[src/rtl/pc11_fifo.sv]
// PC11 paper tape reader/punch Unibus slave with byte FIFOs between the ARM tape emulator and the PDP registers.
// Optional feature macro PC11F_OVFERR_EN: FIFO overflows set the matching ERROR bit (rcsr[15] / xcsr[15]).
module pc11_fifo #(
    parameter logic [17:0] ADDR     = 18'o777550,
    parameter logic [7:0]  INTVEC   = 8'o070,
    parameter int          RDEPTHL2 = 4,
    parameter int          PDEPTHL2 = 4
) (
    input  logic        CLOCK,
    input  logic        RESET,
    input  logic        armwrite,
    input  logic [1:0]  armraddr,
    input  logic [1:0]  armwaddr,
    input  logic [31:0] armwdata,
    output logic [31:0] armrdata,
    output logic        intreq,
    output logic [7:0]  intvec,
    input  logic [17:0] a_in_h,
    input  logic [1:0]  c_in_h,
    input  logic [15:0] d_in_h,
    input  logic        init_in_h,
    input  logic        msyn_in_h,
    output logic [15:0] d_out_h,
    output logic        ssyn_out_h
);

`ifdef PC11F_OVFERR_EN
    localparam bit OVF_ERR = 1'b1;
`else
    localparam bit OVF_ERR = 1'b0;
`endif

    localparam int RDEPTH = 1 << RDEPTHL2;
    localparam int PDEPTH = 1 << PDEPTHL2;
    localparam int RCW    = RDEPTHL2 + 1;
    localparam int PCW    = PDEPTHL2 + 1;

    typedef enum logic {RD_IDLE, RD_WAIT} rd_state_t;

    rd_state_t rd_state_q, rd_state_d;
    logic        enable_q, enable_d;
    logic [15:0] rcsr_q, rcsr_d;
    logic [15:0] xcsr_q, xcsr_d;
    logic [7:0]  rbuf_q, rbuf_d;
    logic [7:0]  xbuf_q, xbuf_d;
    logic [15:0] d_out_q, d_out_d;
    logic        ssyn_q, ssyn_d;

    logic [7:0]          rmem [RDEPTH];
    logic [7:0]          pmem [PDEPTH];
    logic [RDEPTHL2-1:0] rwr_ptr_q, rwr_ptr_d, rrd_ptr_q, rrd_ptr_d;
    logic [PDEPTHL2-1:0] pwr_ptr_q, pwr_ptr_d, prd_ptr_q, prd_ptr_d;
    logic [RCW-1:0]      rcnt_q, rcnt_d;
    logic [PCW-1:0]      pcnt_q, pcnt_d;

    logic        rpush, rpop, rflush, ppush, ppop, pflush;
    logic        rfull, rempty, pfull, pempty;
    logic [7:0]  rhead, phead;
    logic [15:0] xcsr_live;
    logic        rirq, xirq, arm_abort;

    assign rfull  = (rcnt_q == RCW'(RDEPTH));
    assign rempty = (rcnt_q == '0);
    assign pfull  = (pcnt_q == PCW'(PDEPTH));
    assign pempty = (pcnt_q == '0);
    // Empty FIFOs present a zero head so stale RAM contents never leak out.
    assign rhead  = rempty ? 8'd0 : rmem[rrd_ptr_q];
    assign phead  = pempty ? 8'd0 : pmem[prd_ptr_q];

    // Punch READY is not stored; it always reflects the FIFO having room.
    assign xcsr_live = {xcsr_q[15:8], ~pfull, xcsr_q[6:0]};

    assign rirq   = (rcsr_q[15] | rcsr_q[7]) & rcsr_q[6];
    assign xirq   = (xcsr_live[15] | xcsr_live[7]) & xcsr_live[6];
    assign intreq = rirq | xirq;
    assign intvec = {INTVEC[7:3], ~rirq, 2'b00};

    assign d_out_h    = d_out_q;
    assign ssyn_out_h = ssyn_q;

    always_comb begin
        armrdata = 32'h50431002;
        case (armraddr)
            2'd1:    armrdata = {rbuf_q, 8'(rcnt_q), rcsr_q};
            2'd2:    armrdata = {phead, 8'(pcnt_q), xcsr_live};
            2'd3:    armrdata = {enable_q, 5'b0, INTVEC, ADDR};
            default: armrdata = 32'h50431002;
        endcase
    end

    always_comb begin
        rd_state_d = rd_state_q;
        enable_d   = enable_q;
        rcsr_d     = rcsr_q;
        xcsr_d     = xcsr_q;
        rbuf_d     = rbuf_q;
        xbuf_d     = xbuf_q;
        d_out_d    = d_out_q;
        ssyn_d     = ssyn_q;
        rpush      = 1'b0;
        rpop       = 1'b0;
        rflush     = 1'b0;
        ppush      = 1'b0;
        ppop       = 1'b0;
        pflush     = 1'b0;
        arm_abort  = 1'b0;

        // An ARM write owns the cycle; a pending Unibus cycle is serviced on the next clock.
        if (armwrite) begin
            case (armwaddr)
                2'd1: begin
                    rcsr_d[15] = armwdata[15];
                    if (armwdata[25]) begin
                        rflush = 1'b1;
                    end else if (armwdata[24]) begin
                        if (!rfull) begin
                            rpush = 1'b1;
                        end else if (OVF_ERR) begin
                            rcsr_d[15] = 1'b1;
                        end
                    end
                    if (armwdata[15] && rd_state_q == RD_WAIT) begin
                        arm_abort  = 1'b1;
                        rd_state_d = RD_IDLE;
                        rcsr_d[11] = 1'b0;
                    end
                end
                2'd2: begin
                    xcsr_d[15] = armwdata[15];
                    if (armwdata[25]) begin
                        pflush = 1'b1;
                    end else if (armwdata[24] && !pempty) begin
                        ppop = 1'b1;
                    end
                end
                2'd3: enable_d = armwdata[31];
                default: ;
            endcase
        end else if (!init_in_h) begin
            if (!msyn_in_h) begin
                d_out_d = '0;
                ssyn_d  = 1'b0;
            end else if (enable_q && a_in_h[17:3] == ADDR[17:3] && !ssyn_q) begin
                ssyn_d = 1'b1;
                if (!c_in_h[1]) begin
                    case (a_in_h[2:1])
                        2'd0: d_out_d = rcsr_q & 16'o104300;
                        2'd1: begin
                            d_out_d   = {8'd0, rbuf_q};
                            rcsr_d[7] = 1'b0;
                        end
                        2'd2:    d_out_d = xcsr_live & 16'o100300;
                        default: d_out_d = {8'd0, xbuf_q};
                    endcase
                end else if (a_in_h[2:1] == 2'd3) begin
                    // XBUF pushes even on an odd-byte write.
                    if (!pfull) begin
                        ppush  = 1'b1;
                        xbuf_d = d_in_h[7:0];
                    end else if (OVF_ERR) begin
                        xcsr_d[15] = 1'b1;
                    end
                end else if (!(c_in_h[0] && a_in_h[0])) begin
                    case (a_in_h[2:1])
                        2'd0: begin
                            rcsr_d[6] = d_in_h[6];
                            if (d_in_h[0] && rd_state_q == RD_IDLE) begin
                                rcsr_d[7]  = 1'b0;
                                rcsr_d[11] = 1'b1;
                                rbuf_d     = 8'd0;
                                rd_state_d = RD_WAIT;
                            end
                        end
                        2'd2:    xcsr_d[6] = d_in_h[6];
                        default: ;
                    endcase
                end
            end
        end

        if (rd_state_q == RD_WAIT && !rempty && !arm_abort && !rflush && !init_in_h) begin
            rbuf_d     = rhead;
            rpop       = 1'b1;
            rcsr_d[11] = 1'b0;
            rcsr_d[7]  = 1'b1;
            rd_state_d = RD_IDLE;
        end

        if (init_in_h) begin
            rcsr_d     = '0;
            xcsr_d[15] = 1'b0;
            xcsr_d[6]  = 1'b0;
            d_out_d    = '0;
            ssyn_d     = 1'b0;
            rd_state_d = RD_IDLE;
        end
    end

    always_comb begin
        rwr_ptr_d = rwr_ptr_q;
        rrd_ptr_d = rrd_ptr_q;
        rcnt_d    = rcnt_q;
        pwr_ptr_d = pwr_ptr_q;
        prd_ptr_d = prd_ptr_q;
        pcnt_d    = pcnt_q;
        if (rflush) begin
            rwr_ptr_d = '0;
            rrd_ptr_d = '0;
            rcnt_d    = '0;
        end else begin
            if (rpush) rwr_ptr_d = rwr_ptr_q + RDEPTHL2'(1);
            if (rpop)  rrd_ptr_d = rrd_ptr_q + RDEPTHL2'(1);
            rcnt_d = rcnt_q + RCW'(rpush) - RCW'(rpop);
        end
        if (pflush) begin
            pwr_ptr_d = '0;
            prd_ptr_d = '0;
            pcnt_d    = '0;
        end else begin
            if (ppush) pwr_ptr_d = pwr_ptr_q + PDEPTHL2'(1);
            if (ppop)  prd_ptr_d = prd_ptr_q + PDEPTHL2'(1);
            pcnt_d = pcnt_q + PCW'(ppush) - PCW'(ppop);
        end
    end

    always_ff @(posedge CLOCK) begin
        if (rpush) rmem[rwr_ptr_q] <= armwdata[23:16];
        if (ppush) pmem[pwr_ptr_q] <= d_in_h[7:0];
    end

    always_ff @(posedge CLOCK) begin
        if (!RESET) begin
            rd_state_q <= RD_IDLE;
            enable_q   <= 1'b0;
            rcsr_q     <= '0;
            xcsr_q     <= '0;
            rbuf_q     <= '0;
            xbuf_q     <= '0;
            d_out_q    <= '0;
            ssyn_q     <= 1'b0;
            rwr_ptr_q  <= '0;
            rrd_ptr_q  <= '0;
            rcnt_q     <= '0;
            pwr_ptr_q  <= '0;
            prd_ptr_q  <= '0;
            pcnt_q     <= '0;
        end else begin
            rd_state_q <= rd_state_d;
            enable_q   <= enable_d;
            rcsr_q     <= rcsr_d;
            xcsr_q     <= xcsr_d;
            rbuf_q     <= rbuf_d;
            xbuf_q     <= xbuf_d;
            d_out_q    <= d_out_d;
            ssyn_q     <= ssyn_d;
            rwr_ptr_q  <= rwr_ptr_d;
            rrd_ptr_q  <= rrd_ptr_d;
            rcnt_q     <= rcnt_d;
            pwr_ptr_q  <= pwr_ptr_d;
            prd_ptr_q  <= prd_ptr_d;
            pcnt_q     <= pcnt_d;
        end
    end

    logic unused_bits;
    assign unused_bits = ^{armwdata[30:26], armwdata[14:0], d_in_h[15:8], xcsr_q[7]};

endmodule

[config.mk]
export PLATFORM = sky130hd
export DESIGN_NAME = pc11_fifo
export DESIGN_NICKNAME = d
export VERILOG_FILES = /design/src/rtl/pc11_fifo.sv
export SDC_FILE = /design/constraint.sdc
export NUM_CORES = 1
export LEC_CHECK = 0
export ABC_AREA = 0
export CORE_MARGIN = 2
export CORE_UTILIZATION = 58
export DETAILED_ROUTE_END_ITERATION = 16
export DONT_BUFFER_PORTS = 1
export GPL_TIMING_DRIVEN = 0
export PLACE_DENSITY_LB_ADDON = 0.25
export SLEW_MARGIN = 25
export SYNTH_ARGS = -nofsm -noshare
export SYNTH_HDL_FRONTEND = slang
export SYNTH_SLANG_ARGS = --single-unit
export TNS_END_PERCENT = 50
[constraint.sdc]
create_clock -name CLOCK -period 3.8 [get_ports CLOCK]
set_input_delay 0.76 -clock CLOCK [delete_from_list [all_inputs] [get_ports CLOCK]]
set_output_delay 0.76 -clock CLOCK [all_outputs]
set_load 0.02 [all_outputs]
After elaboration in Yosys (flattened, before gate mapping)
Memories as Yosys holds them, arrays and structs flattened. A register that Yosys moved wholly into a read port is not among the register bits. Index checks and enable logic that the tools add are counted.

Register bits: 66. RAM bits: 256. Input port bits: 77. Output and inout port bits: 58. Logic and storage cells: 184. Memories: 2.

Memory list: pmem (words 16, width 8, rd ports 1, clocked after Yosys merged registers in 1, wr ports 1, RTL line 50) `logic [7:0] pmem [PDEPTH];`; rmem (words 16, width 8, rd ports 1, clocked after Yosys merged registers in 1, wr ports 1, RTL line 49) `logic [7:0] rmem [RDEPTH];`.

Add/sub/neg operators: 8. Eq/ne operators: 26. Muxes and demuxes: 73. Bitwise operators: 13. Reduce and logical (&&, ||, !) cells: 45.

Operators by type and width (number): 8-bit 2-to-1 mux (12); 32-bit one-hot mux with 3 select lines (1); 16-bit 2-to-1 mux (3); 16-bit one-hot mux with 3 select lines (1); 1-bit 2-to-1 mux (46); 7-bit AND reduction (3); 2-bit nonzero test (10); 9-bit AND reduction (2); 4-bit by 1-bit adder with 4-bit output (second input constant) (4); 4-bit 2-to-1 mux (4); 15-bit == test (second input constant) (1); 2-bit by 1-bit != test with 1-bit output (second input constant) (7); 2-bit == test (second input constant) (6); 2-bit 2-to-1 mux (6); 5-bit by 1-bit adder with 5-bit output (2); 5-bit == test (second input constant) (2); 1-bit logical AND (10); 5-bit logical NOT (2); 5-bit by 1-bit subtractor with 5-bit output (2); 1-bit NOT (8); 2-bit AND reduction (4); 8-bit AND reduction (1); 2-bit by 1-bit == test with 1-bit output (second input constant) (3); 1-bit logical NOT (6); other kinds (10) (19).

Depth between registers and ports, before layout
Gate-level depths: netlist of the first run.

Depth in word-level cells: 12. Gate-level depth with buffers: 15. Depth with buffers taken out: 14.

Worst setup path before layout of the first run
No wires, ideal clock.

Path kind: input to register. Start point: in armwrite. End point: reg rcnt_q[4]. Arrival time: 3.106 ns. Data required time: 3.679 ns. Slack: 0.574 ns. Stages: 14. Path buffers: 2. Cell sequence: buf_2 -> nand3b_1 -> o2111ai_2 -> buf_2 -> inv_1 -> ha_1 -> inv_1 -> ha_1 -> inv_1 -> fa_1 -> nand2b_1 -> a21oi_1 -> o21ai_0 -> nor3b_1.

Cells in the longest elaborated chain, start to end: 7. Elaborated cells on any way between the ends: 12.

Ends and longest elaborated chain: start, declared (RTL line 11) `input logic armwrite,`; 1-bit 2-to-1 mux (RTL line 109) `if (armwrite) begin`; 1-bit logical NOT (RTL line 181) `if (rd_state_q == RD_WAIT && !rempty && !arm_abort && !rflush && !init_in_h) begin`; 1-bit logical AND (RTL line 181); 1-bit logical AND (*) (2 in series) (RTL line 181); 1-bit 2-to-1 mux (*) (RTL line 181); named net rpop (RTL line 56) `logic rpush, rpop, rflush, ppush, ppop, pflush;`; 5-bit by 1-bit subtractor with 5-bit output (*) (RTL line 213) `rcnt_d = rcnt_q + RCW'(rpush) - RCW'(rpop);`; end signal, assigned (RTL line 258) `rcnt_q <= rcnt_d;`; end, declared (RTL line 53) `logic [RCW-1:0] rcnt_q, rcnt_d;`.

Mark *: on every way through the listed nets, which the timed path passes. The rest lies on a longest branch. A chain may end at the register's enable or synchronous reset.

Worst setup path in the final report of the first run
Start point: reg pcnt_q[2]. End point: out armrdata[31].

Cells in the longest elaborated chain, start to end: 3.

Ends and longest elaborated chain: start, declared (RTL line 54) `logic [PCW-1:0] pcnt_q, pcnt_d;`; start signal, assigned (RTL line 261) `pcnt_q <= pcnt_d;`; 5-bit logical NOT (RTL line 65) `assign pempty = (pcnt_q == '0);`; 8-bit 2-to-1 mux (RTL line 68) `assign phead = pempty ? 8'd0 : pmem[prd_ptr_q];`; 32-bit one-hot mux with 3 select lines (RTL line 83) `case (armraddr)`; end, declared (RTL line 15) `output logic [31:0] armrdata,`.

Every way passes these cells.

==> results of run 1 <==
-- path summary, 6_finish.rpt --
kind	end	slack, ps	cells after the start
max	armrdata[31]	150	8
min	pmem[4][4]	340	0
max reg2reg	rcnt_q[4]	290	15
min reg2reg	xbuf_q[5]	480	2
-- Yosys cell counts (all sizes together) (8+ instances only) --
master,number
a21oi,30
and2,8
and4,8
buf,40
clkbuf,31
dfxtp,68
edfxtp,256
ha,25
inv,42
mux2,15
mux2i,21
mux4,66
nand2,22
nand3,17
nand4,21
nor2,45
nor3,15
nor4,10
o211ai,11
o21ai,19
-- critical path, delay by kind of cell (launching register included) --
kind	cells	cell delay (ps)
simple gates	2	430
flops	1	350
compound gates	2	640
buf+inv	3	760
fa+ha+maj	1	210
-- where the power goes --
| group | total [mW] | switching [mW] | internal, mW |
|---|---|---|---|
| sequential | 3.84 | 0.0129 | 3.83 |
| combinational | 0.268 | 0.180 | 0.0886 |
| clock | 3.32 | 1.30 | 2.02 |
-- cells by family (layout without fill, tap and decap cells) --
kind of cell / after synthesis / in the layout / synth area share [%]
XOR/XNOR: 11 / 11 / 0.699
other: 2 / 16 / 0.0545
AND/OR/NAND/NOR: 191 / 191 / 7.89
buffers and inverters: 114 / 185 / 3.88
flip-flops: 324 / 324 / 65.6
adder cells (fa/ha/maj): 27 / 27 / 2.56
multiplexers: 102 / 102 / 13.5
AO/OA/AOI/OAI: 114 / 114 / 5.75
-- area by class of cell --
type | count | area, sq um
Multi-Input combinational cell | 461 | 4360
Buffer | 71 | 378
Fill cell | 1653 | 7870
Inverter | 43 | 161
Clock buffer | 41 | 898
Timing Repair Buffer | 12 | 70.1
Sequential cell | 324 | 9050
Clock inverter | 18 | 218
Tap cell | 319 | 399
-- stage by stage --
step	total power, mW	setup TNS [ps]	utilization, %
2_1_floorplan	4.12	0	-
3_3_place_gp	4.18	-41190	60.8
3_5_place_dp	4.18	0	61.6
4_1_cts	7.47	0	66.3
5_1_grt	7.64	0	66.4
6_report	7.44	0	66.4
-- registers in the layout, indices dropped and copies added (netlist names), named ones only --
register and flops:
d_out_h 10, enable_q 1, pcnt_q 5, pmem 128, prd_ptr_q 4, pwr_ptr_q 4, rbuf_q 8, rcnt_q 5
rcsr_q 4, rmem 128, rrd_ptr_q 4, rwr_ptr_q 4, ssyn_out_h 1, xbuf_q 8, xcsr_q 2
-- layer usage --
layer / vias up / global-route usage [%] / part of all wire [%]
li1: 3573 / - / -
met1: 3953 / 32.2 / 38
met2: 314 / 42.9 / 51
met3: 56 / 4.90 / 8.0
met4: 0 / 7.34 / 2.3
met5: - / 0 / 0
==> metrics, run 1 <==
FMAX 274 MHz; Rel. slew slack a little under two fifths; Syn Inst Count 885; Post-synth EDFFs 256; commonest non-fill, non-tap cells in the layout 256 x edfxtp_1, 68 x dfxtp_1, 66 x mux4_2; CP max-delay cell o221ai_1; Synth async-reset ratio 0%; core footprint 23400 sq um; sequential share of the synthesized area 65.6%; Placed Cells 1230; area grow syn2layout 12.6%; n_diodes 0; Hold Path Origin d_in_h[4]; initial antenna violation count 0; final setup fails 0; CP startpoint kind register; post_cts resized 0; TritonCTS clock tree yes; Synth top area share ~56%; H-tree depth 2; Yosys reg bits 324; static leakage 5.07 nW; crit path max fanout 9; crit path DAT 2890 ps; Synth area leaders edfxtp_1 56%, mux4_2 11%, dfxtp_1 9.9%; outcome finished clean; drt initial violations approximately 530; largest area contributor in the netlist edfxtp_1; Port-buffer cells 0; overall routed net length 30.7 mm; worst-case vdd ir drop 0.437 mV; Clock Root Buffer clkbuf_16; Final #Nets 1051; Critical Path RT 3040 ps; Synth cell types 64; Cell Pwr Density roughly 480 nW/um^2; most frequent CP cell clkbuf_1; total global-route track usage between 20% and 30%; Die ar. 25000 sq um; Worst path max stage delay 490 ps; routed via count 7896; Hold Fails Final Rpt 0; final worst slack 147 ps; layout cells sized above 1 20.6%; hold_ws 342 ps; Clock Skew 17.2 ps; GR Overflow Total 0; first-pass GRT wire length 45.6 mm; final slew viol count 0; RePlAce Congestion 0.889; Post-Syn Area 13800 sq um; CTS Hold Bufs 0; dpl ws around 86 ps; RSZ-0062 raised after global routing no; clock sink total 324; FF-to-FF Start rcnt_q[3]; Mean Syn Cell Area approximately 16 sq um; Synth Warn # 0; Worst Setup SP pcnt_q[2]; clk_lat worst skew 510 ps; largest net degree at the start of global routing 20; DP HPWL roughly 21 mm; Initial Util 58.9%; Area after DPL 14400 sq um; Worst Tran Pin Value ~900 ps; Die H about 160 um; ordered list of cells on the worst path inv_1, ha_1, or4b_1, clkbuf_1, and4b_1, clkbuf_1, a21oi_1, o221ai_1; fin area 15500 sq um; # IOs 135; CTS max path bufs 3; DR DRC count 0; Routed WL per cell 23.8 um; most used flip-flop cell after synthesis edfxtp_1; element type at the critical path end primary output; Post-DRT Antenna Nets 0; vias per cell between 6 and 7; first drt pass iteration count 6; total setup buffers inserted after CTS 0; CTS clk-pin slew, worst paths 60 ps; CTS Buf Count 34; die width 158 um; most common cell after layout, fill and taps aside edfxtp_1; Tmin final 3650 ps; vias in the first global route 7731; Max Cap Viol 0; Crit Path Class register to primary output; period utilisation layout 96.1%; min-delay worst type primary input to register; Finished Layout Cells 1289; Row Count 56
No activity file was read; power rests on OpenSTA's default activity.
==> run 2, diff against run 1 <==
--- a/config.mk
+++ b/config.mk
@@ -7,11 +7,10 @@
 export LEC_CHECK = 0
 export ABC_AREA = 0
 export CORE_MARGIN = 2
-export CORE_UTILIZATION = 58
+export CORE_UTILIZATION = 57
 export DETAILED_ROUTE_END_ITERATION = 16
-export DONT_BUFFER_PORTS = 1
 export GPL_TIMING_DRIVEN = 0
-export PLACE_DENSITY_LB_ADDON = 0.25
+export PLACE_DENSITY_LB_ADDON = 0.1
 export SLEW_MARGIN = 25
 export SYNTH_ARGS = -nofsm -noshare
 export SYNTH_HDL_FRONTEND = slang
==> run 2 against run 1 <==
Worst hold slack better by 120 ps; global-route usage rose by 0.14 points; sequential share of layout area is 2.8 points lower; fmax shrank 3.2%; first-iteration DRC count increased by 52%; total power down 1.9%; via count is 4.9% higher; worst setup slack lost 120 ps; critical path depth is 1 lower; critical path type is now primary input to primary output; critical endpoint is now armrdata[30]; largest cell class unchanged.
==> metrics, run 2 (synthesized netlist as in run 1, its figures left out) <==
crit path max fanout 10 (+1); Int Power 5.77 mW (-3.0%); clock sink total 324 (unchanged); Rel. slew slack 38.1% (about the same); FF-to-FF Start rcnt_q[3]; hold_ws 466 ps (+124 ps); Crit Path Class primary input to primary output; Gate power share 5.6% (+2.0 points); Placed Cells 1318 (+7.2%); setup_tns 0 ps (unchanged); FMAX 265 MHz (-3.2%); Critical Path RT 3040 ps (about the same); Cell Pwr Density 447 nW/um^2 (-6.6%); overall routed net length 31.8 mm (+3.6%); area grow syn2layout 18.4%; power share of the clock group 41.7% (-3.0 points); Tmin final 3770 ps (+119 ps); worst path bufs/invs 4 (+1); Port-buffer cells 88 (+88); Finished Layout Cells 1372 (+6.4%); initial antenna violation count 0 (unchanged); CP delay by family, top buffers and inverters; core footprint 23600 sq um (+0.90%); # IOs 135 (unchanged); static leakage 5.42 nW (+6.9%); Die H 160 um (+0.85%); Reg2Reg Depth 15 (unchanged); TritonCTS clock tree yes; largest net degree at the start of global routing 20 (unchanged); CTS Buf Count 31 (-8.8%); hold path cells 1 (+1); CP max-delay cell clkdlybuf4s50_1; Max Cap Viol 0 (unchanged); total global-route track usage 25.0% (+0.14 points); Seq pwr share 52.7% (+1.0 points); vias per cell 6.04 (-1.4%); first drt pass iteration count 5 (-1); final setup fails 0 (unchanged); vias in the first global route 8258 (+6.8%); most frequent CP cell clkdlybuf4s50_1; Clock Skew 14.4 ps (-2.80 ps); Row Count 56 (unchanged); period utilisation layout 99.3% (+3.1 points); Clock Root Buffer clkbuf_16; commonest non-fill, non-tap cells in the layout 256 x edfxtp_1, 83 x clkdlybuf4s50_1, 67 x dfxtp_1; total setup buffers inserted after CTS 0 (unchanged); die width 160 um (+0.85%); drt initial violations 813 (+52%); RSZ-0062 raised after global routing yes; worst-case vdd ir drop 0.344 mV (-21%); Routed WL per cell 23.2 um (-2.7%); outcome finished clean; Hold EP d_out_h[4]; CP startpoint kind primary input; min-delay worst type register to register; reg2reg end rcnt_q[4]; Post-DRT Antenna Nets 0 (unchanged); CTS max path bufs 3 (unchanged); routed via count 8286 (+4.9%); H-tree depth 1 (-1); layout cells sized above 1 19.7% (-0.96 points); ordered list of cells on the worst path clkdlybuf4s50_1, inv_1, ha_1, clkbuf_1, nand4_1, o211ai_1, clkdlybuf4s50_1; n_diodes 0 (unchanged); Hold Fails Final Rpt 0 (unchanged); Sw Pwr 1.53 mW (+2.6%); Hold Path Origin d_out_h[4]; DR DRC count 0 (unchanged); final slew viol count 0 (unchanged); fraction of power spent switching nets 21.0% (+0.92 points); RePlAce Congestion 0.894 (+0.61%); Worst path max stage delay 650 ps (+160 ps); most common cell after layout, fill and taps aside edfxtp_1; GR Overflow Total 0 (unchanged); total power 7.30 mW (-1.9%); crit path DAT 3010 ps (+120 ps); Die ar. 25400 sq um (+1.7%); element type at the critical path end primary output; Final #Nets 1133 (+7.8%); DP HPWL 22.1 mm (+5.6%); first-pass GRT wire length 48.7 mm (+6.7%); clk_lat worst skew 550 ps (+40 ps); CTS clk-pin slew, worst paths 60 ps (about the same); Worst Tran Pin Value 925 ps (+0.493 ps); CTS Hold Bufs 0 (unchanged); Reg2Reg Setup Slack 290 ps (about the same); Initial Util 58.4% (-0.52 points); Worst Setup SP armraddr[0]
run 2: changes by cell type in the layout (fill, tap and decap cells not counted), sizes merged:
cell and change:
bufinv -1, clkbuf -5, clkdlybuf4s50 +83, clkinv +4, clkinvlp -1, dlygate4sd2 +2
dlymetal6s2s +3, inv -2
run 2: timing repair:
action,CTS,global route
endpoints found under the setup margin,8,7
pin swaps,0,1
gates resized for setup,15,7
cloned,0,0
run 2: final cells by class:
class,count,area (sq um)
Inverter,43,161
Sequential cell,324,9050
Timing Repair Buffer,100,948
Tap cell,319,399
Multi-Input combinational cell,461,4380
Clock buffer,39,806
Clock inverter,18,193
Fill cell,1614,7300
Buffer,68,380
run 2: worst reg2reg max path: cells and delay by family (launching register included):
kind | cells | cell delay, ps
buffers and inverters | 5 | 600
adders and majority gates | 4 | 1020
DFF | 1 | 340
and+or+nand+nor | 3 | 950
AOI/OAI and AO/OA | 3 | 500
run 2: worst max-delay path by stage:
stage	to	slack, ps	cells after the start
global route	armrdata[28]	-60	7
floorplan	rcnt_q[4]	570	14
CTS	armrdata[27]	-5	8
global placement	pmem[0][1]	-1180	5
finish	armrdata[30]	30	7
detailed placement	pmem[0][5]	-380	6
run 2: power groups by stage:
stage / clock (mW) / combinational (mW) / sequential, mW
2_1_floorplan: 0 / 0.208 / 3.92
3_3_place_gp: 0 / 0.393 / 3.92
3_5_place_dp: 0 / 0.399 / 3.92
4_1_cts: 3.07 / 0.406 / 3.84
5_1_grt: 3.21 / 0.438 / 3.84
6_report: 3.04 / 0.410 / 3.84
run 2: per-stage QoR:
stage / util, % / setup slack (ps) / area [sq um]
after detailed placement: 64.7 / -376 / 15300
after floorplan: - / 574 / 13800
after global placement: 64.0 / -1180 / 15100
final: 69.1 / 27.7 / 16300
after CTS: 69.0 / -5.42 / 16300
after global routing: 69.1 / -64.0 / 16300
run 2: layer usage:
metal / vias to the layer above / track usage, % / routed length (um)
met5: - / 0 / 0
met1: 4149 / 37.0 / 13900
li1: 3722 / - / -
met4: 0 / 5.62 / 645
met3: 57 / 3.75 / 2410
met2: 358 / 39.8 / 14900
==> run 3, diff against run 2 <==
==> constraint.sdc (replaced) <==
create_clock -name CLOCK -period 4 [get_ports CLOCK]
set_input_delay 0.8 -clock CLOCK [delete_from_list [all_inputs] [get_ports CLOCK]]
set_output_delay 0.8 -clock CLOCK [all_outputs]
set_load 0.02 [all_outputs]
==> run 3 against run 2 <==
Worst setup slack worse by 3.1 ps; largest cell class unchanged; worst hold slack worse by 3.6 ps; global-route usage stayed put.
==> metrics, run 3 (synthesized netlist as in run 1, its figures left out) <==
Tmin final 3980 ps; DP HPWL 22.1 mm (unchanged); Row Count 56 (unchanged); power share of the clock group 41.7% (about the same); initial antenna violation count 0 (unchanged); Final #Nets 1133 (unchanged); RePlAce Congestion 0.894 (unchanged); Fillers 1614 (unchanged); commonest non-fill, non-tap cells in the layout 256 x edfxtp_1, 85 x clkdlybuf4s50_1, 67 x dfxtp_1; first drt pass iteration count 5 (unchanged); crit path max fanout 6 (-4); setup_tns 0 ps (unchanged); routed via count 8285 (-0.012%); Port-buffer cells 88 (unchanged); largest net degree at the start of global routing 20 (unchanged); RSZ-0062 raised after global routing yes; Gate power share 5.6% (about the same); crit path DAT 3180 ps (+170 ps); TritonCTS clock tree yes; clk_lat worst skew 550 ps (about the same); vias per cell 6.04 (about the same); outcome finished clean; Int Power 5.48 mW (-5.0%); Global Route met1 Usage 37.0% (about the same); Rel. slew slack 38.2% (+0.11 points); CP delay by family, top buffers and inverters; element type at the critical path end primary output; met2 usage 39.8% (about the same); Reg2Reg Setup Slack 490 ps (+200 ps); Die H 160 um (unchanged); FMAX 252 MHz; final setup fails 0 (unchanged); Seq pwr share 52.7% (about the same); Die ar. 25400 sq um (unchanged); area grow syn2layout 18.2%; post_cts resized 6 (-9); core footprint 23600 sq um (unchanged); n_diodes 0 (unchanged); # IOs 135 (unchanged); Routed WL per cell 23.2 um (about the same); fraction of power spent switching nets 20.9% (-0.078 points); CTS Hold Bufs 0 (unchanged); CP max-delay cell clkdlybuf4s50_1; CTS max path bufs 3 (unchanged); CTS clk-pin slew, worst paths 60 ps (about the same); drt initial violations 740 (-9.0%); total setup buffers inserted after CTS 0 (unchanged); layout cells sized above 1 19.2% (-0.47 points); first-pass GRT wire length 48.7 mm (about the same); Crit Path Class primary input to primary output; GR Layer Usage met3 3.75% (unchanged); most common cell after layout, fill and taps aside edfxtp_1; total global-route track usage 25.0% (unchanged); Initial Util 58.4% (unchanged); die width 160 um (unchanged); clock sink total 324 (unchanged); Worst Tran Pin Value 923 ps (-1.71 ps); period utilisation layout 99.4%; grt peak-use layer met2; Clock Skew 15.2 ps (+0.707 ps); Sw Pwr 1.45 mW (-5.5%); H-tree depth 1 (unchanged); vias in the first global route 8258 (unchanged); Post-DRT Antenna Nets 0 (unchanged); Max Cap Viol 0 (unchanged); most frequent CP cell clkdlybuf4s50_1; CP startpoint kind primary input; Critical Path RT 3200 ps (+160 ps); overall routed net length 31.8 mm (about the same); CTS Buf Count 31 (unchanged); Worst path max stage delay 650 ps (about the same); min-delay worst type register to register; DR DRC count 0 (unchanged); static leakage 5.41 nW (-0.28%); Hold Fails Final Rpt 0 (unchanged); GR Overflow Total 0 (unchanged); worst path bufs/invs 3 (-1); Cell Pwr Density 425 nW/um^2 (-5.0%); ordered list of cells on the worst path clkdlybuf4s50_1, inv_1, ha_1, nor2b_1, a22oi_1, o21ai_0, clkdlybuf4s50_1; Clock Root Buffer clkbuf_16; worst-case vdd ir drop 0.326 mV (-5.2%); final slew viol count 0 (unchanged); hold_ws 462 ps (-3.55 ps)
run 3: path summary, 6_finish.rpt:
check	start	endpoint	depth (start not counted)
setup / recovery	armraddr[0]	armrdata[26]	7
hold / removal	d_out_h[4]	d_out_h[4]	1
setup reg to reg	rcnt_q[3]	rcnt_q[4]	15
hold reg to reg	d_out_h[4]	d_out_h[4]	1
run 3: per-stage QoR:
step / setup WS (ps) / utilization [%] / power [mW] / instance area (sq um) / std cells
after floorplan: 734 / - / 3.92 / 13800 / 899
final: 24.5 / 69.0 / 6.93 / 16300 / 1372
after CTS: 21.9 / 69.0 / 6.94 / 16300 / 1372
after global placement: -1020 / 64.0 / 4.10 / 15100 / 1306
after global routing: -42.1 / 69.0 / 7.12 / 16300 / 1372
after detailed placement: -216 / 64.7 / 4.10 / 15300 / 1318
run 3: area by class of cell:
cell class / instances / area (sq um) / share of cell area, %
multi-input cells: 461 / 4370 / 26.8
well taps: 319 / 399 / 2.45
inverters: 43 / 161 / 0.991
flip-flops and latches: 324 / 9050 / 55.5
repair buffers: 100 / 951 / 5.84
plain buffers: 68 / 369 / 2.27
clock inverters: 18 / 193 / 1.18
clock buffers: 39 / 806 / 4.95
run 3: power groups by stage:
stage / clock network [mW] / logic [mW] / registers (mW)
global route: 3.05 / 0.413 / 3.65
detailed placement: 0 / 0.379 / 3.72
CTS: 2.92 / 0.378 / 3.65
finish: 2.89 / 0.388 / 3.65
global placement: 0 / 0.373 / 3.72
floorplan: 0 / 0.197 / 3.72
run 3: routing by layer:
| layer | vias up | share of wire, % |
|---|---|---|
| met3 | 51 | 7.5 |
| met1 | 4164 | 44 |
| met2 | 350 | 47 |
| met4 | 0 | 2.0 |
| met5 | - | 0 |
| li1 | 3720 | - |
